`config.mk`:
```
export PLATFORM = sky130hd
export DESIGN_NAME = div_seq_flat
export DESIGN_NICKNAME = d
export VERILOG_FILES = /design/src/rtl/div_seq_if.sv /design/src/rtl/div_seq.sv /design/src/flat_wrapper.sv
export SDC_FILE = /design/constraint.sdc
export NUM_CORES = 1
export LEC_CHECK = 0
export BUFFER_PORTS_ARGS = -buffer_cell sky130_fd_sc_hd__buf_2
export CORE_AREA = 2 2 157 159
export CTS_CLUSTER_SIZE = 20
export DETAILED_ROUTE_END_ITERATION = 8
export DIE_AREA = 0 0 159 161
export GPL_TIMING_DRIVEN = 1
export PLACE_DENSITY = 0.67
export SLEW_MARGIN = 0
export SYNTH_ARGS = -nofsm -noshare
export SYNTH_HDL_FRONTEND = slang
export SYNTH_SLANG_ARGS = --single-unit
```
`constraint.sdc`:
```
create_clock -name clk -period 3 [get_ports clk]
set_input_delay 0.15 -clock clk [delete_from_list [all_inputs] [get_ports clk]]
set_output_delay 0.15 -clock clk [all_outputs]
set_load 0.02 [all_outputs]
```
`src/rtl/div_seq_if.sv`:
```
// Handshake bundle between the EX stage and the sequential divider.
// With DIV_ZERO_FLAG_EN defined the bundle also carries the divide-by-zero flag.
interface div_seq_if #(
  parameter int DATA_W = 32
);
  logic                  signed_div_i;
  logic [DATA_W-1:0]     opdata1_i;
  logic [DATA_W-1:0]     opdata2_i;
  logic                  start_i;
  logic                  annul_i;
  logic [2*DATA_W-1:0]   result_o;
  logic                  ready_o;
`ifdef DIV_ZERO_FLAG_EN
  logic                  div_zero_o;

  modport master (
    output signed_div_i, opdata1_i, opdata2_i, start_i, annul_i,
    input  result_o, ready_o, div_zero_o
  );

  modport slave (
    input  signed_div_i, opdata1_i, opdata2_i, start_i, annul_i,
    output result_o, ready_o, div_zero_o
  );
`else
  modport master (
    output signed_div_i, opdata1_i, opdata2_i, start_i, annul_i,
    input  result_o, ready_o
  );

  modport slave (
    input  signed_div_i, opdata1_i, opdata2_i, start_i, annul_i,
    output result_o, ready_o
  );
`endif
endinterface

```
`src/rtl/div_seq.sv`:
```
// Multi-cycle radix-2 restoring divider (DIV/DIVU), result = {remainder, quotient}.
// Optional DIV_ZERO_FLAG_EN adds a registered div_zero_o flag for zero divisors.
module div_seq #(
  parameter int DATA_W = 32
) (
  input  logic     clk,
  input  logic     rst,
  div_seq_if.slave bus
);

  localparam int CNT_W = $clog2(DATA_W) + 1;

  typedef enum logic [1:0] {
    S_FREE,
    S_BYZERO,
    S_ON,
    S_END
  } state_t;

  state_t              state, state_nxt;
  logic [CNT_W-1:0]    cnt, cnt_nxt;
  // Restoring keeps the partial remainder below the divisor, so its 33rd bit is
  // always zero and only the low DATA_W bits are stored.
  logic [DATA_W-1:0]   rem, rem_nxt;
  logic [DATA_W-1:0]   quo, quo_nxt;
  logic [DATA_W-1:0]   divisor, divisor_nxt;
  logic                neg_rem, neg_rem_nxt;
  logic                neg_quo, neg_quo_nxt;
  logic [2*DATA_W-1:0] result, result_nxt;
  logic                ready, ready_nxt;
  logic                div_zero, div_zero_nxt;

  logic [DATA_W:0]     trial;
  logic                neg_dvd, neg_dvs;

  assign neg_dvd = bus.signed_div_i & bus.opdata1_i[DATA_W-1];
  assign neg_dvs = bus.signed_div_i & bus.opdata2_i[DATA_W-1];
  assign trial   = {rem, quo[DATA_W-1]} - {1'b0, divisor};

  // NOTE: every variable driven here gets a default first, so no path leaves one
  // unassigned and no latch is inferred.
  always_comb begin
    state_nxt    = state;
    cnt_nxt      = cnt;
    rem_nxt      = rem;
    quo_nxt      = quo;
    divisor_nxt  = divisor;
    neg_rem_nxt  = neg_rem;
    neg_quo_nxt  = neg_quo;
    result_nxt   = result;
    ready_nxt    = ready;
    div_zero_nxt = div_zero;

    unique case (state)
      S_FREE: begin
        ready_nxt    = 1'b0;
        result_nxt   = '0;
        div_zero_nxt = 1'b0;
        if (bus.start_i && !bus.annul_i) begin
          if (bus.opdata2_i == '0) begin
            state_nxt = S_BYZERO;
          end else begin
            state_nxt   = S_ON;
            divisor_nxt = neg_dvs ? -bus.opdata2_i : bus.opdata2_i;
            quo_nxt     = neg_dvd ? -bus.opdata1_i : bus.opdata1_i;
            rem_nxt     = '0;
            neg_rem_nxt = neg_dvd;
            neg_quo_nxt = neg_dvd ^ neg_dvs;
            cnt_nxt     = '0;
          end
        end
      end

      S_BYZERO: begin
        state_nxt    = S_END;
        result_nxt   = '0;
        ready_nxt    = 1'b1;
        div_zero_nxt = 1'b1;
      end

      S_ON: begin
        if (bus.annul_i || !bus.start_i) begin
          state_nxt  = S_FREE;
          ready_nxt  = 1'b0;
          result_nxt = '0;
        end else if (cnt < CNT_W'(DATA_W)) begin
          // A borrow out of the trial subtraction means the divisor did not fit.
          if (!trial[DATA_W]) begin
            rem_nxt = trial[DATA_W-1:0];
            quo_nxt = {quo[DATA_W-2:0], 1'b1};
          end else begin
            rem_nxt = {rem[DATA_W-2:0], quo[DATA_W-1]};
            quo_nxt = {quo[DATA_W-2:0], 1'b0};
          end
          cnt_nxt = cnt + 1'b1;
        end else begin
          state_nxt  = S_END;
          ready_nxt  = 1'b1;
          result_nxt = {neg_rem ? -rem : rem, neg_quo ? -quo : quo};
        end
      end

      S_END: begin
        if (!bus.start_i) begin
          state_nxt    = S_FREE;
          ready_nxt    = 1'b0;
          result_nxt   = '0;
          div_zero_nxt = 1'b0;
        end
      end

      default: state_nxt = S_FREE;
    endcase
  end

  // NOTE: sequential state uses non-blocking assignments so every register
  // samples the pre-edge values regardless of statement order.
  always_ff @(posedge clk) begin
    if (rst) begin
      state    <= S_FREE;
      cnt      <= '0;
      rem      <= '0;
      quo      <= '0;
      divisor  <= '0;
      neg_rem  <= 1'b0;
      neg_quo  <= 1'b0;
      result   <= '0;
      ready    <= 1'b0;
      div_zero <= 1'b0;
    end else begin
      state    <= state_nxt;
      cnt      <= cnt_nxt;
      rem      <= rem_nxt;
      quo      <= quo_nxt;
      divisor  <= divisor_nxt;
      neg_rem  <= neg_rem_nxt;
      neg_quo  <= neg_quo_nxt;
      result   <= result_nxt;
      ready    <= ready_nxt;
      div_zero <= div_zero_nxt;
    end
  end

  assign bus.result_o = result;
  assign bus.ready_o  = ready;
`ifdef DIV_ZERO_FLAG_EN
  assign bus.div_zero_o = div_zero;
`else
  logic unused_div_zero;
  assign unused_div_zero = div_zero;
`endif

endmodule
```
`src/flat_wrapper.sv`:
```
// flat-port wrapper written by rule: the top's interface ports become plain ports
module div_seq_flat 
#(
  parameter int DATA_W = 32
)
  (clk, rst, bus_signed_div_i, bus_opdata1_i, bus_opdata2_i, bus_start_i, bus_annul_i, bus_result_o, bus_ready_o);
  div_seq_if #(.DATA_W(DATA_W)) bus_i ();
  input  logic clk;
  input  logic rst;
  input wire logic [$bits(bus_i.signed_div_i)-1:0] bus_signed_div_i;
  input wire logic [$bits(bus_i.opdata1_i)-1:0] bus_opdata1_i;
  input wire logic [$bits(bus_i.opdata2_i)-1:0] bus_opdata2_i;
  input wire logic [$bits(bus_i.start_i)-1:0] bus_start_i;
  input wire logic [$bits(bus_i.annul_i)-1:0] bus_annul_i;
  output wire logic [$bits(bus_i.result_o)-1:0] bus_result_o;
  output wire logic [$bits(bus_i.ready_o)-1:0] bus_ready_o;
  assign bus_i.signed_div_i = bus_signed_div_i;
  assign bus_i.opdata1_i = bus_opdata1_i;
  assign bus_i.opdata2_i = bus_opdata2_i;
  assign bus_i.start_i = bus_start_i;
  assign bus_i.annul_i = bus_annul_i;
  assign bus_result_o = bus_i.result_o;
  assign bus_ready_o = bus_i.ready_o;
  div_seq #(.DATA_W(DATA_W)) u_core (.clk(clk), .rst(rst), .bus(bus_i));
endmodule
```
==> results.json, run 1 <==
{
  "yosys.area.top_type_share_pct": 32.09,
  "grt_max_degree": 74,
  "track_usage_pct": 24.12,
  "grt-ovfl-total": 0,
  "post-route-worst-setup-slack_ns": -0.02299,
  "dp_cells": 1862,
  "p_sw_share_pct": 30.72,
  "core-area_sq_mm": 0.02396,
  "viasPerCell": 5.658,
  "drv_slew": 0,
  "synth_seq_cells": 171,
  "vias": 10790,
  "worst_pin_slew_ns": 1.273,
  "fin_crit_ns": 3.023,
  "vdd_drop_max_mv": 0.3295,
  "drc_errors": 0,
  "drtIter0Drc": 769,
  "powerDensity_mw_per_mm2": 434.9,
  "grt_pass1_wl_um": 50840,
  "fmax_ghz": 0.3308,
  "drive_gt1_share_pct": 21.54,
  "ys.flop_type": "dfxtp_1",
  "die_w_um": 159,
  "dr.pass1.iters": 5,
  "cts_buffers": 17,
  "syn_nets": 1501,
  "place_congestion": 0.8979,
  "cts.clk_slew.worst_paths_ns": 0.07,
  "rsz0062_at_grt": "yes",
  "numPortBuffers": 133,
  "path_class": "register to register",
  "die_area_sq_mm": 0.02560,
  "fin_cells": 1907,
  "antenna_found_initial": 0,
  "cts-root-buf": "clkbuf_16",
  "netlist_area_sq_mm": 0.01067,
  "skew_ns": 0.01397,
  "worst-r2r-setup-slack_ns": -0.02,
  "finalCritPeriodShare_pct": 100.8,
  "cts_max_level": 4,
  "synthCells": 1390,
  "power_frac_clock_pct": 38.5,
  "endpoint_kind": "register",
  "timing.slew.headroom_pct": 14.75,
  "ys_warn_count": 0,
  "filler_cell_count": 2233,
  "power_frac_comb_pct": 20.2,
  "nNetsFinal": 1681,
  "yosys.area.top_type": "dfxtp_1",
  "antennaDiodeCount": 0,
  "yosys-top-cells-area": "dfxtp_1 32%, xnor2_1 7.6%, nand2_1 6.1%",
  "dp_hpwl_um": 23140,
  "clk_latency_ns": 0.44,
  "initial_core_util_pct": 44.52,
  "rows": 57,
  "violations": "negative setup slack",
  "p_leak_nw": 5.672,
  "cts_max_path_buffers": 2,
  "seqPwrFrac_pct": 41.2,
  "netSwitchingPower_mw": 1.785,
  "finalSetupViolCount": 1,
  "outcome": "finished, violations left",
  "drtAntennaViolNets": 0,
  "routedWlPerCell_um": 16.68,
  "finalHoldViolCount": 0,
  "die_h_um": 161,
  "fin_hold_ws_ns": 0.02438,
  "grt_pass1_vias": 10170,
  "synth_edf_count": 0,
  "cts_tree": "yes",
  "crit_required_ns": 3.30,
  "hold_class": "primary input to register",
  "cp.arrival_ns": 3.33,
  "cap_violations": 0,
  "syn2layout_area_growth_pct": 25.26,
  "ys_seq_area_share_pct": 32.09,
  "seqCellArea_sq_mm": 0.003426,
  "io_pins": 134,
  "syn_avg_cell_area_sq_um": 7.675,
  "clkSinkCount": 171,
  "internal_power_mw": 4.026,
  "async_flop_share_pct": 0,
  "multi_input_area_sq_mm": 0.007042,
  "worstPathMaxFanout": 6,
  "startpoint_type": "register",
  "ys_types": 61,
  "wl_um": 31800
}
## synth_stat cells, types with 9 or more instances
| cell type | number |
|---|---|
| o31ai_1 | 29 |
| a21o_1 | 17 |
| nand4_1 | 11 |
| a211oi_1 | 32 |
| dfxtp_1 | 171 |
| or4_1 | 13 |
| mux2i_1 | 9 |
| nor4_1 | 11 |
| clkbuf_1 | 66 |
| nand2_1 | 174 |
| a22o_1 | 20 |
| inv_1 | 56 |
| a21oi_1 | 106 |
| nand3_1 | 17 |
| nor3_1 | 22 |
| xnor2_1 | 92 |
| buf_1 | 9 |
| ha_1 | 41 |
| a22oi_1 | 49 |
| o21ai_0 | 103 |
| nand2b_1 | 12 |
| o41ai_1 | 13 |
| nor2_1 | 159 |
| xor2_1 | 57 |
## final timing paths
check | end | cells past startpoint | startpoint
setup / recovery | u_core.rem[9] | 15 | u_core.quo[31]
hold reg to reg | u_core.bus.result_o[32] | 2 | u_core.bus.result_o[32]
setup reg to reg | u_core.rem[9] | 15 | u_core.quo[31]
hold / removal | u_core.divisor[1] | 3 | bus_opdata2_i[1]
## cell type report
class	count	area share [%]
clock inverter	14	1.124
multi-input combinational	1083	52.70
clock buffer	18	3.287
sequential	171	25.64
tap	324	3.034
timing repair buffer	241	12.65
inverter	56	1.573
## routing by layer
layer,part of all wire (%),vias up,routed length (um),track usage [%]
met5,0,-,0,0
met4,3.2,0,1007,9.959
li1,-,5298,-,-
met3,5.4,71,1706,3.621
met2,47,345,15060,40.43
met1,44,5075,14030,31.21
## cell families after synthesis
| kind of cell | after synthesis | synth area share [%] |
|---|---|---|
| compound gates | 417 | 25.30 |
| simple gates | 466 | 19.69 |
| flops | 171 | 32.09 |
| fa+ha+maj | 42 | 4.996 |
| buf+inv | 136 | 4.844 |
| xor+xnor | 149 | 12.23 |
| mux | 9 | 0.8445 |
## cell usage in the layout, fill, tap and decap left out, types with 8 or more instances in the layout
| master | count |
|---|---|
| nand2_1 | 174 |
| dfxtp_1 | 169 |
| nor2_1 | 154 |
| buf_2 | 132 |
| a21oi_1 | 96 |
| buf_4 | 93 |
| xnor2_1 | 91 |
| o21ai_0 | 75 |
| xor2_1 | 56 |
| inv_1 | 55 |
| a22oi_1 | 49 |
| ha_1 | 39 |
| a211oi_1 | 29 |
| o31ai_1 | 28 |
| o21ai_1 | 24 |
| clkbuf_16 | 21 |
| a22o_1 | 20 |
| nor3_1 | 18 |
| a21o_1 | 17 |
| nand3_1 | 16 |
| or4_1 | 13 |
| nand4_1 | 11 |
| o41ai_1 | 11 |
| nor4_1 | 10 |
| a21oi_2 | 10 |
| nand2b_1 | 9 |
| mux2i_1 | 9 |
| nor2b_1 | 8 |
## critical path, stage by stage (launching register included)
cell	delay, ns
dfxtp_2	0.33
inv_2	0.05
ha_4	0.15
fa_2	0.34
nand2b_4	0.16
a211oi_4	0.22
o21ai_2	0.10
a211oi_2	0.32
o211ai_1	0.18
a21oi_2	0.22
xnor2_2	0.15
buf_6	0.22
buf_12	0.14
nor2_1	0.04
a21oi_1	0.16
o21ai_1	0.10
## per-stage QoR
| step | util, % | cell area (sq um) | power, mW | TNS, ns | setup slack, ns |
|---|---|---|---|---|---|
| after floorplan | - | 10680 | 3.154 | 0 | 0.02629 |
| after detailed placement | 51.21 | 12270 | 3.521 | -4.405 | -0.2212 |
| final | 55.76 | 13360 | 5.811 | -0.02299 | -0.02299 |
| after CTS | 54.45 | 13050 | 5.772 | -0.001645 | -0.001645 |
| after global placement | 51.21 | 12270 | 3.506 | -2.199 | -0.1524 |
| after global routing | 55.76 | 13360 | 6.058 | -2.603 | -0.1213 |
## sequential cells by signal, summed over array words and instances (netlist names)
register and count:
u_core.bus.ready_o 1, u_core.bus.result_o 64, u_core.cnt 6, u_core.divisor 32, u_core.neg_quo 1, u_core.neg_rem 1
u_core.quo 32, u_core.rem 32, u_core.state 2
## what timing repair did
action | in CTS | in global routing
hold buffers | 1 | 0
setup buffers | 4 | 2
cloned | 2 | 4
pin swaps | 9 | 25
endpoints found under the setup margin | 34 | 39
gates resized for setup | 31 | 59
endpoints found under the hold margin | 1 | 0
## power groups by stage
stage          clock network [mW]  registers [mW]  logic [mW]
2_1_floorplan                   0            2.43       0.724
3_3_place_gp                    0            2.44        1.06
3_5_place_dp                    0            2.45        1.07
4_1_cts                      2.26            2.39        1.12
5_1_grt                      2.36            2.41        1.29
6_report                     2.24            2.40        1.18
(Power assumes the default switching activity.)
==> run 2, diff against run 1 <==
--- a/config.mk
+++ b/config.mk
@@ -5,13 +5,14 @@
 export SDC_FILE = /design/constraint.sdc
 export NUM_CORES = 1
 export LEC_CHECK = 0
+export ABC_AREA = 1
 export BUFFER_PORTS_ARGS = -buffer_cell sky130_fd_sc_hd__buf_2
-export CORE_AREA = 2 2 157 159
+export CORE_AREA = 2 2 178 180
+export CTS_CLUSTER_DIAMETER = 100
 export CTS_CLUSTER_SIZE = 20
 export DETAILED_ROUTE_END_ITERATION = 8
-export DIE_AREA = 0 0 159 161
+export DIE_AREA = 0 0 180 182
 export GPL_TIMING_DRIVEN = 1
-export PLACE_DENSITY = 0.67
 export SLEW_MARGIN = 0
 export SYNTH_ARGS = -nofsm -noshare
 export SYNTH_HDL_FRONTEND = slang
==> results.json, run 2 <==
{
  "outcome": "finished, final reports clean",
  "fin_cells": 2711,
  "yosys.area_share.simple_pct": 41.60,
  "yosysMostFrequentCell": "nand2_1",
  "syn2layout_area_growth_pct": 10.83,
  "vias": 14150,
  "vdd_drop_max_mv": 0.4191,
  "cts_max_path_buffers": 2,
  "grt_pass1_wl_um": 67830,
  "cts_setup_buffers": 0,
  "post_cts_resize_count": 0,
  "die_w_um": 180,
  "cts_tree": "yes",
  "power_frac_comb_pct": 45.7,
  "async_flop_share_pct": 0,
  "cts_buffers": 17,
  "critPathSlowestCell": "fa_1",
  "dp_cells": 2679,
  "rows": 65,
  "antenna_found_initial": 1,
  "power_frac_clock_pct": 24.6,
  "dp_hpwl_um": 33620,
  "synthCells": 2205,
  "clkSinkCount": 171,
  "rsz0062_at_grt": "no",
  "cp.arrival_ns": 2.96,
  "seqPwrFrac_pct": 29.7,
  "drv_slew": 0,
  "worst_pin_slew_ns": 0.8227,
  "clk_latency_ns": 0.45,
  "ys.flop_type": "dfxtp_1",
  "cts-root-buf": "clkbuf_16",
  "finalSetupViolCount": 0,
  "fmax_ghz": 0.3765,
  "netSwitchingPower_mw": 4.244,
  "critical-path-max-stage-delay_ns": 0.43,
  "grt-ovfl-total": 0,
  "largest_register_ffs": 64,
  "synth_edf_count": 0,
  "drive_gt1_share_pct": 16.11,
  "fin_crit_ns": 2.656,
  "final_common_cell": "nand2_1",
  "fin_util_pct": 48.73,
  "numPortBuffers": 133,
  "endpoint_kind": "register",
  "nNetsFinal": 2407,
  "drtAntennaViolNets": 0,
  "hold_class": "primary input to register",
  "core-area_sq_mm": 0.03099,
  "worstPathCellList": "inv_1, ha_1, fa_1, inv_1, nand2_1, nand2_1, nand3_1, nand2_2, nand2_2, nand2_4, nand2_4, nand3_4, buf_4, nand3_2, nand3_2, a21oi_2",
  "track_usage_pct": 25.93,
  "grt_max_degree": 140,
  "cp_top_family": "simple AND/OR/NAND/NOR gates",
  "synth_seq_cells": 171,
  "synth-xor-area-share_pct": 3.407,
  "routedWlPerCell_um": 15.80,
  "yosys-top-cells-count": "681 x nand2_1, 295 x inv_1, 182 x nand3_1, 171 x dfxtp_1, 152 x a21oi_1",
  "crit_required_ns": 3.30,
  "layout_common_cells": "681 x nand2_1, 295 x inv_1, 182 x nand3_1",
  "drtIter0Drc": 1194,
  "dr.pass1.iters": 5,
  "synth_top_family_by_area": "simple AND/OR/NAND/NOR gates",
  "yosys.area.top_type": "dfxtp_1",
  "initial_core_util_pct": 43.97,
  "p_leak_nw": 7.471,
  "die_h_um": 182,
  "ctsHoldBuffers": 0,
  "internal_power_mw": 4.788,
  "cts_max_level": 4,
  "cts.clk_slew.worst_paths_ns": 0.07,
  "tns_ns": 0,
  "grt_pass1_vias": 12790,
  "syn_avg_cell_area_sq_um": 6.179,
  "finalCritPeriodShare_pct": 88.53,
  "path_class": "register to register",
  "worstPathMaxFanout": 21,
  "yosys.area.top_type_share_pct": 25.13,
  "io_pins": 134,
  "synthAdderAreaFrac_pct": 3.912,
  "timing.slew.headroom_pct": 45.15,
  "ys_types": 56,
  "viasPerCell": 5.219,
  "yosys-top-cells-area": "dfxtp_1 25%, nand2_1 19%, inv_1 8.1%",
  "synth_compound_area_share_pct": 13.87,
  "ys_warn_count": 0,
  "wl_um": 42840,
  "startpoint_type": "register",
  "ys_seq_area_share_pct": 25.13,
  "cap_violations": 0,
  "die_area_sq_mm": 0.03276,
  "antennaDiodeCount": 0,
  "netlist_area_sq_mm": 0.01362,
  "syn_nets": 2316,
  "p_sw_share_pct": 46.99,
  "skew_ns": 0.01007,
  "powerDensity_mw_per_mm2": 598.1,
  "worst-path-buf-inv": 3,
  "place_congestion": 0.9484,
  "drc_errors": 0,
  "synthMuxAreaShare_pct": 0,
  "finalHoldViolCount": 0,
  "power_mw": 9.032
}
==> run 2: cell count changes after synthesis, moves of 32 or more <==
cell | before | now
xnor2_1 | 92 | 14
nand2_1 | 174 | 681
a211oi_1 | 32 | 0
a21oi_1 | 106 | 152
nand3_2 | 0 | 53
inv_1 | 56 | 295
a22oi_1 | 49 | 0
nand3_1 | 17 | 182
clkbuf_1 | 66 | 31
nand2_2 | 0 | 42
a21oi_2 | 0 | 34
==> run 2: cells by family (layout without fill, tap and decap cells) <==
family / count (synthesis) / in the layout
adder cells (fa/ha/maj): 42 / 42
AND/OR/NAND/NOR: 1223 / 1223
AO/OA/AOI/OAI: 326 / 326
buffers and inverters: 390 / 494
XOR/XNOR: 53 / 53
flip-flops: 171 / 171
==> run 2: layout make-up <==
| cell class | instances | area, sq um |
|---|---|---|
| Sequential cell | 171 | 3423 |
| Clock buffer | 18 | 439.2 |
| Tap cell | 402 | 503.0 |
| Fill cell | 3286 | 15890 |
| Inverter | 307 | 1152 |
| Multi-Input combinational cell | 1644 | 8562 |
| Clock inverter | 14 | 148.9 |
| Timing Repair Buffer | 155 | 870.8 |
==> run 2: layer usage <==
metal | wire [um] | share of wire [%] | global-route usage [%] | up-vias
li1 | - | - | - | 7220
met1 | 21500 | 50 | 38.72 | 6469
met2 | 17900 | 42 | 39.23 | 421
met3 | 2776 | 6.5 | 3.550 | 39
met4 | 669 | 1.6 | 5.951 | 0
met5 | 0 | 0 | 0 | -
==> run 2: per-stage QoR <==
step | area, sq um | hold WS [ns] | setup WS [ns]
after floorplan | 13620 | 0.3092 | 0.7650
after global placement | 14510 | 0.4508 | 0.4122
after detailed placement | 14510 | 0.4519 | 0.3839
after CTS | 15100 | 0.00001307 | 0.3626
after global routing | 15100 | 0.03581 | 0.1752
final | 15100 | 0.01373 | 0.3440
==> run 2: worst reg2reg max path, cell delays in order (launching register included) <==
cell	delay, ns
dfxtp_1	0.35
inv_1	0.10
ha_1	0.23
fa_1	0.43
inv_1	0.12
nand2_1	0.06
nand2_1	0.07
nand3_1	0.08
nand2_2	0.12
nand2_2	0.08
nand2_4	0.07
nand2_4	0.07
nand3_4	0.08
buf_4	0.34
nand3_2	0.15
nand3_2	0.11
a21oi_2	0.05
==> run 2: power by group through the flow <==
| stage | clock [mW] | sequential (mW) | combinational, mW |
|---|---|---|---|
| 6_report | 2.22 | 2.69 | 4.12 |
| 5_1_grt | 2.35 | 2.71 | 4.59 |
| 4_1_cts | 2.26 | 2.68 | 4.07 |
| 3_5_place_dp | 0 | 2.73 | 4.05 |
| 3_3_place_gp | 0 | 2.72 | 4.04 |
| 2_1_floorplan | 0 | 2.65 | 3.10 |
==> run 2: final timing paths <==
check	cells past startpoint	to	from	slack (ns)
setup / recovery	16	u_core.rem[27]	u_core.quo[31]	0.34
hold / removal	3	u_core.divisor[25]	bus_opdata2_i[25]	0.01
setup reg to reg	16	u_core.rem[27]	u_core.quo[31]	0.34
hold reg to reg	2	u_core.bus.result_o[26]	u_core.bus.result_o[26]	0.46
==> run 3, diff against run 2 <==
--- a/config.mk
+++ b/config.mk
@@ -8,6 +8,7 @@
 export ABC_AREA = 1
 export BUFFER_PORTS_ARGS = -buffer_cell sky130_fd_sc_hd__buf_2
 export CORE_AREA = 2 2 178 180
+export CTS_BUF_LIST = sky130_fd_sc_hd__clkbuf_2 sky130_fd_sc_hd__clkbuf_4 sky130_fd_sc_hd__clkbuf_8
 export CTS_CLUSTER_DIAMETER = 100
 export CTS_CLUSTER_SIZE = 20
 export DETAILED_ROUTE_END_ITERATION = 8
==> results.json, run 3 (synthesized netlist as in run 2, its figures left out) <==
{
  "startpoint_type": "register",
  "final_area_sq_mm": 0.01504,
  "grt-ovfl-total": 0,
  "post_cts_resize_count": 0,
  "finalSetupViolCount": 0,
  "filler_cell_count": 3316,
  "cts-root-buf": "clkbuf_8",
  "syn2layout_area_growth_pct": 10.38,
  "nNetsFinal": 2420,
  "grt_max_degree": 140,
  "fin_crit_ns": 2.643,
  "cts.clk_slew.worst_paths_ns": 0.10,
  "rows": 65,
  "dr.pass1.iters": 6,
  "die_area_sq_mm": 0.03276,
  "clk_latency_ns": 0.49,
  "fmax_ghz": 0.3784,
  "tns_ns": 0,
  "cts_max_level": 4,
  "dp_hpwl_um": 33620,
  "hold_class": "primary input to register",
  "cts_max_path_buffers": 2,
  "p_leak_nw": 7.438,
  "numPortBuffers": 133,
  "drc_errors": 0,
  "worstPathMaxFanout": 22,
  "crit_required_ns": 3.35,
  "final_common_cell": "nand2_1",
  "skew_ns": 0.01448,
  "initial_core_util_pct": 43.97,
  "outcome": "finished, final reports clean",
  "place_area_sq_mm": 0.01451,
  "vias": 14090,
  "grt_pass1_vias": 12720,
  "power_mw": 8.477,
  "timing.slew.headroom_pct": 47.62,
  "startpoint": "u_core.rem[0]",
  "io_pins": 134,
  "powerDensity_mw_per_mm2": 563.7,
  "clkSinkCount": 171,
  "layout_common_cells": "681 x nand2_1, 295 x inv_1, 182 x nand3_1",
  "fin_util_pct": 48.53,
  "drive_gt1_share_pct": 16.02,
  "cp.arrival_ns": 2.99,
  "viasPerCell": 5.172,
  "cts_buffers": 17,
  "reg2reg_depth": 16,
  "rr_endpoint": "u_core.rem[31]",
  "worstSetupEndpoint": "u_core.rem[31]",
  "rsz0062_at_grt": "no",
  "r2r_start": "u_core.rem[0]",
  "routedWlPerCell_um": 15.71,
  "track_usage_pct": 25.87,
  "worst-r2r-setup-slack_ns": 0.36,
  "drtAntennaViolNets": 0,
  "die_w_um": 180,
  "finalCritPeriodShare_pct": 88.10,
  "cap_violations": 0,
  "largest_register_ffs": 64,
  "vdd_drop_max_mv": 0.2892,
  "wl_um": 42800,
  "grt_pass1_wl_um": 67870,
  "place_congestion": 0.9484,
  "die_h_um": 182,
  "core-area_sq_mm": 0.03099,
  "endpoint_kind": "register",
  "antennaDiodeCount": 0,
  "drv_slew": 0,
  "antenna_found_initial": 0,
  "finalHoldViolCount": 0,
  "drtIter0Drc": 1224,
  "cts_tree": "yes",
  "worst_pin_slew_ns": 0.7857,
  "path_class": "register to register"
}
-- run 3: cell types whose count changed in the layout (fill, tap and decap cells not counted) --
cell / previous run / this run
clkbuf_16: 17 / 0
clkbuf_8: 1 / 18
dlygate4sd3_1: 0 / 13
-- run 3: stage by stage --
| step | hold slack [ns] | cells | setup WS [ns] |
|---|---|---|---|
| global placement | 0.4508 | 2679 | 0.4122 |
| global route | 0.03723 | 2724 | 0.1766 |
| CTS | 0.003277 | 2724 | 0.3653 |
| finish | 0.01936 | 2724 | 0.3571 |
| detailed placement | 0.4519 | 2679 | 0.3839 |
| floorplan | 0.3092 | 2205 | 0.7650 |
-- run 3: repair_timing --
item | 4_1_cts | 5_1_grt
hold buffers | 13 | 0
endpoints found under the hold margin | 13 | 0
buffers inserted | 0 | 0
-- run 3: routing by layer --
metal  global-route usage (%)  share of wire (%)  wire (um)
met5                        0                  0          0
met4                    4.846                1.1        478
met3                    3.129                5.8       2468
met2                    39.34                 42      18090
met1                    39.16                 51      21770
-- run 3: area by class of cell --
| cell class | instances | area [sq um] | share of cell area (%) |
|---|---|---|---|
| Clock inverter | 14 | 148.9 | 0.9901 |
| Clock buffer | 18 | 247.7 | 1.647 |
| Inverter | 307 | 1152 | 7.663 |
| Tap cell | 402 | 503.0 | 3.345 |
| Timing Repair Buffer | 168 | 1001 | 6.656 |
| Multi-Input combinational cell | 1644 | 8562 | 56.93 |
| Sequential cell | 171 | 3423 | 22.76 |
-- run 3: worst min-delay path by stage --
stage	from	endpoint	slack, ns	depth (start not counted)
finish	bus_opdata2_i[12]	u_core.divisor[12]	0.02	3
global route	bus_opdata2_i[22]	u_core.divisor[22]	0.04	3
CTS	bus_opdata2_i[12]	u_core.divisor[12]	0.003	3
detailed placement	u_core.bus.result_o[15]	u_core.bus.result_o[15]	0.45	2
global placement	u_core.bus.result_o[26]	u_core.bus.result_o[26]	0.45	2
floorplan	bus_opdata2_i[31]	u_core.divisor[31]	0.31	2
-- run 3: critical path, cell delays in order (launching register included) --
cell and delay [ns]:
dfxtp_1 0.49, inv_1 0.16, fa_1 0.47, inv_1 0.11, nand2_1 0.05, nand2_1 0.07
nand3_1 0.08, nand2_2 0.12, nand2_2 0.08, nand2_4 0.07, nand2_4 0.07, nand2_4 0.09
nand2_4 0.06, nand2_4 0.31, nand2_1 0.11, nand3_1 0.08, a21oi_1 0.06
-- run 3: where the power goes --
group,switching [mW],internal [mW],leakage (nW),total [mW]
clock network,1.02,0.645,0.193,1.67
registers,0.217,2.47,1.38,2.69
logic,2.93,1.20,5.86,4.12
total,4.17,4.31,7.44,8.48
